===== config.mk =====
export PLATFORM = sky130hd
export DESIGN_NAME = scroll_addr_gen
export DESIGN_NICKNAME = d
export VERILOG_FILES = /design/src/rtl/scroll_pkg.sv /design/src/rtl/scroll_wrap_acc.sv /design/src/rtl/scroll_addr_gen.sv
export SDC_FILE = /design/constraint.sdc
export NUM_CORES = 1
export LEC_CHECK = 0
export ABC_CLOCK_PERIOD_IN_PS = 13100
export BUFFER_PORTS_ARGS = -buffer_cell sky130_fd_sc_hd__buf_2
export CAP_MARGIN = 25
export CORE_UTILIZATION = 38
export DETAILED_ROUTE_END_ITERATION = 7
export MAX_ROUTING_LAYER = met4
export SLEW_MARGIN = 20
export SYNTH_ARGS = -nofsm -noshare
export SYNTH_HDL_FRONTEND = slang
export SYNTH_HIERARCHICAL = 1
export SYNTH_SLANG_ARGS = --single-unit

===== constraint.sdc =====
create_clock -name clk -period 13.1 [get_ports clk]
set_clock_uncertainty 0.15 [all_clocks]
set_input_delay 1.965 -clock clk [delete_from_list [all_inputs] [get_ports clk]]
set_output_delay 1.965 -clock clk [all_outputs]
set_load 0.05 [all_outputs]

===== src/rtl/scroll_pkg.sv =====
// scroll_pkg: shared encodings for the scrolling frame-buffer address generator
// FSM states, scroll directions and bit positions inside the flip vector.
package scroll_pkg;
   typedef enum logic [1:0] {IDLE = 2'd0, MOVE = 2'd1, PAUSED = 2'd2} state_t;
   typedef enum logic [2:0] {NONE = 3'd0, XINC = 3'd1, XDEC = 3'd2, YINC = 3'd3, YDEC = 3'd4} dir_t;
   localparam int FLIP_V = 0;
   localparam int FLIP_H = 1;
endpackage


===== src/rtl/scroll_wrap_acc.sv =====
// scroll_wrap_acc: modular position accumulator, pos stays in [0, LIM-1]
// Ports: clk, rst (async, active high), en (tick), inc/dec (direction),
//        step (amount, < LIM), pos (current position).
module scroll_wrap_acc #(
   parameter int LIM = 320,
   parameter int W   = 9
) (
   input  logic         clk,
   input  logic         rst,
   input  logic         en,
   input  logic         inc,
   input  logic         dec,
   input  logic [W-1:0] step,
   output logic [W-1:0] pos
);
   logic [W-1:0] d;
   // d = LIM - step; both wrap cases reduce to one compare against d or step.
   assign d = W'(LIM) - step;
   always_ff @(posedge clk or posedge rst)
      if (rst) pos <= '0;
      else if (en && inc) pos <= (pos >= d) ? pos - d : pos + step;
      else if (en && dec) pos <= (pos < step) ? pos + d : pos - step;
endmodule


===== src/rtl/scroll_addr_gen.sv =====
// scroll_addr_gen: raster-to-frame-buffer address with 2-D wrapped scroll and mirroring
// Ports: clk, rst (async, active high); h_cnt/v_cnt raster position; frame_start
//        latches pending flips; left/right/up/down level requests; pause_tgl,
//        vflip_tgl, hflip_tgl one-cycle toggles; speed step multiplier;
//        pixel_addr registered RAM address; state FSM state; flip {hflip, vflip}.
module scroll_addr_gen
   import scroll_pkg::*;
#(
   parameter int IMG_W       = 320,
   parameter int IMG_H       = 240,
   parameter int ADDR_W      = 17,
   parameter int SCALE_SHIFT = 1,
   parameter int STEP        = 1,
   parameter int TICK_DIV    = 200000
) (
   input  logic              clk,
   input  logic              rst,
   input  logic [9:0]        h_cnt,
   input  logic [9:0]        v_cnt,
   input  logic              frame_start,
   input  logic              left,
   input  logic              right,
   input  logic              up,
   input  logic              down,
   input  logic              pause_tgl,
   input  logic              vflip_tgl,
   input  logic              hflip_tgl,
   input  logic [1:0]        speed,
   output logic [ADDR_W-1:0] pixel_addr,
   output logic [1:0]        state,
   output logic [1:0]        flip
);
   localparam int XW = $clog2(IMG_W);
   localparam int YW = $clog2(IMG_H);
   localparam int TW = $clog2(TICK_DIV);
   localparam logic [ADDR_W-1:0] W_L   = ADDR_W'(IMG_W);
   localparam logic [ADDR_W-1:0] W_MAX = ADDR_W'(IMG_W - 1);
   localparam logic [ADDR_W-1:0] H_L   = ADDR_W'(IMG_H);
   localparam logic [ADDR_W-1:0] H_MAX = ADDR_W'(IMG_H - 1);

   logic [TW-1:0]     tcnt;
   logic              tick;
   state_t            st;
   dir_t              dir, pend_dir, req;
   logic [1:0]        pend_flip, tgl;
   logic [XW-1:0]     pos_x, sx;
   logic [YW-1:0]     pos_y, sy;
   logic [ADDR_W-1:0] hs, vs, hc, vc, xs, ys, ix, iy, ixf, iyf;

   assign tick  = tcnt == TW'(TICK_DIV - 1);
   assign sx    = XW'(STEP) << speed;
   assign sy    = YW'(STEP) << speed;
   assign state = st;
   assign tgl[FLIP_H] = hflip_tgl;
   assign tgl[FLIP_V] = vflip_tgl;

   // Fixed priority left > right > up > down, so only one axis ever moves.
   always_comb
      req = left ? XINC : right ? XDEC : up ? YINC : down ? YDEC : NONE;

   always_ff @(posedge clk or posedge rst)
      if (rst) begin
         tcnt      <= '0;
         st        <= IDLE;
         dir       <= NONE;
         pend_dir  <= NONE;
         flip      <= 2'b00;
         pend_flip <= 2'b00;
      end else begin
         tcnt      <= tick ? '0 : tcnt + 1'b1;
         pend_flip <= pend_flip ^ tgl;
         // Flips only take effect at frame start to avoid tearing mid-frame.
         if (frame_start) flip <= pend_flip ^ tgl;
         case (st)
            IDLE:
               if (req != NONE) begin
                  st  <= MOVE;
                  dir <= req;
               end
            MOVE:
               if (pause_tgl) begin
                  st       <= PAUSED;
                  pend_dir <= (req != NONE) ? req : dir;
                  dir      <= NONE;
               end else if (req != NONE) dir <= req;
            PAUSED: begin
               if (req != NONE) pend_dir <= req;
               if (pause_tgl) begin
                  st  <= MOVE;
                  dir <= (req != NONE) ? req : pend_dir;
               end
            end
            default: st <= IDLE;
         endcase
      end

   scroll_wrap_acc #(.LIM(IMG_W), .W(XW)) u_acc_x (
      .clk (clk),
      .rst (rst),
      .en  (tick),
      .inc (dir == XINC),
      .dec (dir == XDEC),
      .step(sx),
      .pos (pos_x)
   );

   scroll_wrap_acc #(.LIM(IMG_H), .W(YW)) u_acc_y (
      .clk (clk),
      .rst (rst),
      .en  (tick),
      .inc (dir == YINC),
      .dec (dir == YDEC),
      .step(sy),
      .pos (pos_y)
   );

   // Counters are clamped to the image so blanking-area addresses stay in range.
   always_comb begin
      hs  = ADDR_W'(h_cnt >> SCALE_SHIFT);
      vs  = ADDR_W'(v_cnt >> SCALE_SHIFT);
      hc  = (hs > W_MAX) ? W_MAX : hs;
      vc  = (vs > H_MAX) ? H_MAX : vs;
      xs  = hc + ADDR_W'(pos_x);
      ys  = vc + ADDR_W'(pos_y);
      ix  = (xs >= W_L) ? xs - W_L : xs;
      iy  = (ys >= H_L) ? ys - H_L : ys;
      ixf = flip[FLIP_H] ? W_MAX - ix : ix;
      iyf = flip[FLIP_V] ? H_MAX - iy : iy;
   end

   always_ff @(posedge clk or posedge rst)
      if (rst) pixel_addr <= '0;
      else pixel_addr <= iyf * W_L + ixf;
endmodule


==> metrics, run 1 <==
Buffers & Inverters on Critical Path=3; WS Path Type=primary input to register; final net count=1,284; Sequential Power Share=17.4%; most used cell, CP=o21ai_0; Die ar.=24,200 µm²; Hold WS=0.313 ns; share of post-route cells with drive strength above 1=10.7%; overall power=0.00171 W; fmax=0.125 GHz; sequential area share after synthesis=17.9%; CP endpoint kind=register; Root Driver=clkbuf_16; first-pass GRT wire length=36.6 mm; Post-synth ARST share=100%; CTS resizes=0; status=finished clean; Pre-Repair DR Iteration Count=5; initial antenna violation count=0; area grow syn2layout=10.1%; CP Max Fanout=6; fin crit share=60.9%; Initial Util=39.1%; IR drop worst, VDD=0.127 mV; setup bufs post-CTS=0; CTS max path bufs=2; final hold vios=0; WP depth=32; total grt overflow=0; Crit path arrival time=8.03 ns; hold path cells=1; CTS tree=done; ANT cells=0; CTS Sinks=64; syn avg cell area=8.37 µm²; Die Wd=156 µm; gpl congestion=0.845; Distinct cells, synth=110; CP required=13.16 ns; Global Route Usage Sum=19.1%; Synth Instances=1,071; vias in the first global route=7,415; actual slew at the worst max-slew pin=0.877 ns; EDFF count, synth=0; largest net degree at the start of global routing=28; R2R depth=28; Final ANT Viol Nets=0; IO Port Bufs=50; Hold Path Class=register to register; Critical Path Max Stage Delay=0.57 ns; Final Util=43.1%; WL final=21.8 mm; 1st-iter DRT viols=445; Remaining DRCs=0; Post-Route Setup TNS=0 ns; Slew headroom=41.2%; leakage=4.39 nW; Skew-Pair Late Insertion Delay=0.33 ns; Vias=7,661; clock power share=16.8%; IO Pins=53; commonest non-fill, non-tap cell in the layout=ha_1; Combinational Power Share=65.7%; post-synthesis cell area=8960 µm²; Worst setup SP type=primary input; FP Rows=55; Reg clk slew, reported paths=0.06 ns; Final setup viols=0; max-cap viol count=0; HPWL after DPL=17.6 mm; Slew Viols, Final=0; H-Tree Depth=3; critical path's slowest cell=o21ai_0; mean number of vias per cell=5.31; min Tclk post-route=7.97 ns; Synthesis Warnings=6; Synth Flop Type=dfrtp_1; crit-path leading delay family=compound AO/OA/AOI/OAI gates; sw frac=46.1%; CTS buffer count=9; post-route cell area=9870 µm²; Int Power=0.000920 W; NetSw=0.000786 W; #FFs+latches synth=64; Routed WL per cell=15.1 µm; dpl cell area=9510 µm²; most frequent cells in the layout=114 x ha_1, 92 x inv_1, 76 x xnor2_1; Hold Buf Count CTS=0; Die Ht=156 µm; RSZ-0062 raised after global routing=no; core footprint=22,900 µm²; Power Dens Cells=173 nW/µm²
[path summary, 6_finish.rpt]
kind,start,end,slack [ns]
max,h_cnt[8],pixel_addr[16],5.13
min,pend_flip[1],pend_flip[1],0.31
max reg2reg,u_acc_x/pos[1],pixel_addr[16],6.98
min reg2reg,pend_flip[1],pend_flip[1],0.31
max in group asynchronous,rst,pixel_addr[7],10.72
min in group asynchronous,rst,u_acc_y/pos[3],1.48
[cells by family (layout without fill, tap and decap cells)]
kind of cell	count (synthesis)	count (layout)	synth area share (%)
AOI/OAI and AO/OA	291	291	23.9
xor gates and xnor gates	114	114	11.3
adders and majority gates	126	126	18.6
buffers and inverters	128	163	6.39
DFF	64	64	17.9
muxes	19	19	2.28
other	1	26	0.0418
and+or+nand+nor	328	328	19.7
[layout make-up]
cell class | instances | area [µm²]
Sequential cell | 64 | 1600
Clock inverter | 5 | 103
Multi-Input combinational cell | 904 | 6890
Inverter | 95 | 357
Tap cell | 313 | 392
Fill cell | 2270 | 13000
Clock buffer | 11 | 253
Timing Repair Buffer | 52 | 278
[metrics by stage]
step                std cells  setup WS, ns
floorplan                1096          5.71
global placement         1427          4.82
detailed placement       1428          4.77
CTS                      1444          5.09
global route             1444          4.51
finish                   1444          5.13
[cell usage after synthesis, drive strengths merged (12+ instances only)]
cell / number / share of area (%)
nor3b: 16 / 1.5
o21bai: 18 / 1.5
ha: 114 / 16
xnor2: 76 / 7.4
nand3: 23 / 1.3
inv: 94 / 3.9
nor2b: 20 / 1.5
fa: 12 / 2.7
dfrtp: 64 / 18
xor2: 37 / 3.6
nand2: 62 / 2.7
nand2b: 24 / 1.7
o21ai: 50 / 2.8
a21o: 22 / 1.9
a211oi: 15 / 1.5
clkbuf: 14 / 0.92
buf: 19 / 1.5
or2: 15 / 1.0
nor3: 34 / 2.0
nor2: 76 / 3.3
a21oi: 68 / 4.0
o21a: 14 / 1.2
mux2i: 18 / 2.2
o211ai: 13 / 1.1
[sequential cells by signal (all words and copies together), names as in the netlist]
register / count
dir: 3
flip: 2
pixel_addr: 17
u_acc_y/pos: 8
u_acc_x/pos: 9
pend_flip: 2
tcnt: 18
pend_dir: 3
state: 2
[power groups by stage]
stage / Clock, W / Combinational [W] / Sequential (W)
after detailed placement: 0 / 0.00112 / 0.000302
final: 0.000287 / 0.00112 / 0.000297
after global routing: 0.000303 / 0.00126 / 0.000305
after CTS: 0.000294 / 0.00113 / 0.000298
after global placement: 0 / 0.00111 / 0.000301
after floorplan: 0 / 0.000812 / 0.000400
[per-layer routing]
metal	vias to the layer above	wire, µm	GRT usage, %
met5	-	0	-
met4	0	262	3.97
met1	3558	10500	25.9
li1	3920	-	-
met2	160	10000	30.7
met3	23	961	2.22
(Power assumes the default switching activity.)
==> run 2, diff against run 1 <==
Settings changed: ABC_CLOCK_PERIOD_IN_PS 13100 to 7800.
Clock period 13.1 ns to 7.8 ns, I/O delays scaled along.
==> run 2 against run 1 <==
  * Final cell count is essentially flat
  * Critical endpoint unchanged
  * Sequential power grew 68%
  * Die area stayed put
==> metrics, run 2 (synthesis gave the netlist of run 1 again) <==
critical path's slowest cell=nor4_1; Final setup viols=0; fin crit share=88.2%; crit-path leading delay family=compound AO/OA/AOI/OAI gates; Die Wd=156 µm; Skew-Pair Late Insertion Delay=0.33 ns; Slew Viols, Final=0; status=finished clean; H-Tree Depth=3; FP Rows=55; Slew headroom=40.1%; CTS resizes=0; leakage=4.38 nW; Final Util=43.0%; ANT cells=0; Root Driver=clkbuf_16; Layout fillers=2,318; min Tclk post-route=6.88 ns; CTS Sinks=64; Worst setup SP type=primary input; actual slew at the worst max-slew pin=0.893 ns; share of post-route cells with drive strength above 1=10.7%; Hold Path Class=register to register; CTS max path bufs=2; area grow syn2layout=9.84%; Critical Path Max Stage Delay=0.40 ns; Die Ht=156 µm; Remaining DRCs=0; Pre-Repair DR Iteration Count=5; Vias=7,675; worst r2r src=u_acc_x/pos[1]; Initial Util=39.1%; fmax=0.145 GHz; HPWL after DPL=17.7 mm; Post-Route Setup TNS=0 ns; CP Max Fanout=8; largest registers=tcnt x18, pixel_addr x17, u_acc_x/pos x9; Hold Buf Count CTS=0; core footprint=22,900 µm²; CTS tree=done; 1st-iter DRT viols=451; total grt overflow=0; Routed WL per cell=14.9 µm; IR drop worst, VDD=0.208 mV; setup bufs post-CTS=0; IO Pins=53; mean number of vias per cell=5.31; final net count=1,285; Final ANT Viol Nets=0; WL final=21.5 mm; largest net degree at the start of global routing=28; CTS buffer count=9; Setup crit start=h_cnt[8]; CP required=7.85 ns; most used cell, CP=o21ai_0; Biggest register=tcnt; Die ar.=24,200 µm²; Power Dens Cells=286 nW/µm²; RSZ-0062 raised after global routing=no; gpl congestion=0.853; Hold Crit Start=pend_flip[0]; Crit path arrival time=6.93 ns; WS Path Type=primary input to register; first-pass GRT wire length=36.0 mm; Buffers & Inverters on Critical Path=3; final hold vios=0; Global Route Usage Sum=18.8%; IO Port Bufs=50; most frequent cells in the layout=114 x ha_1, 92 x inv_1, 76 x xnor2_1; CP endpoint kind=register; Reg clk slew, reported paths=0.05 ns; vias in the first global route=7,362; max reg flops=18; commonest non-fill, non-tap cell in the layout=ha_1; max-cap viol count=0; initial antenna violation count=0
run 2: path summary, 6_finish.rpt:
| kind | to | slack [ns] | depth (start not counted) |
|---|---|---|---|
| worst max-delay path | pixel_addr[16] | 0.92 | 31 |
| max in group asynchronous | pend_flip[1] | 6.22 | 3 |
| worst max register to register | pixel_addr[16] | 1.68 | 28 |
| worst min register to register | pend_flip[0] | 0.30 | 1 |
| min in group asynchronous | u_acc_y/pos[6] | 0.69 | 2 |
| worst min-delay path | pend_flip[0] | 0.30 | 1 |
run 2: power by group:
| part | switching (W) | internal, W | total (W) |
|---|---|---|---|
| clock network | 0.000145 | 0.000288 | 0.000433 |
| logic | 0.00110 | 0.000784 | 0.00188 |
| registers | 0.0000684 | 0.000431 | 0.000500 |
run 2: stage by stage:
stage          instance area [µm²]  setup slack (ns)  instances  hold WS [ns]  total power, W
2_1_floorplan                 9050              1.21       1096         0.282         0.00204
3_3_place_gp                  9500             0.704       1428         0.295         0.00236
3_5_place_dp                  9520             0.584       1429         0.299         0.00238
4_1_cts                       9840             0.929       1445         0.308         0.00283
5_1_grt                       9840             0.386       1445         0.335         0.00305
6_report                      9840             0.921       1445         0.302         0.00282
run 2: cell type report:
type / instances / area (µm²) / area share (%)
clock inverter: 5 / 80.1 / 0.814
multi-input combinational: 904 / 6890 / 70.0
tap: 313 / 392 / 3.98
clock buffer: 11 / 243 / 2.47
sequential: 64 / 1600 / 16.3
inverter: 95 / 357 / 3.62
timing repair buffer: 53 / 285 / 2.90
run 2: per-layer routing:
layer / global-route usage [%] / part of all wire [%] / vias to the layer above
met5: - / 0 / -
met2: 30.6 / 46 / 151
met4: 3.92 / 1.1 / 0
met3: 2.06 / 3.7 / 21
li1: - / - / 3923
met1: 25.2 / 49 / 3580
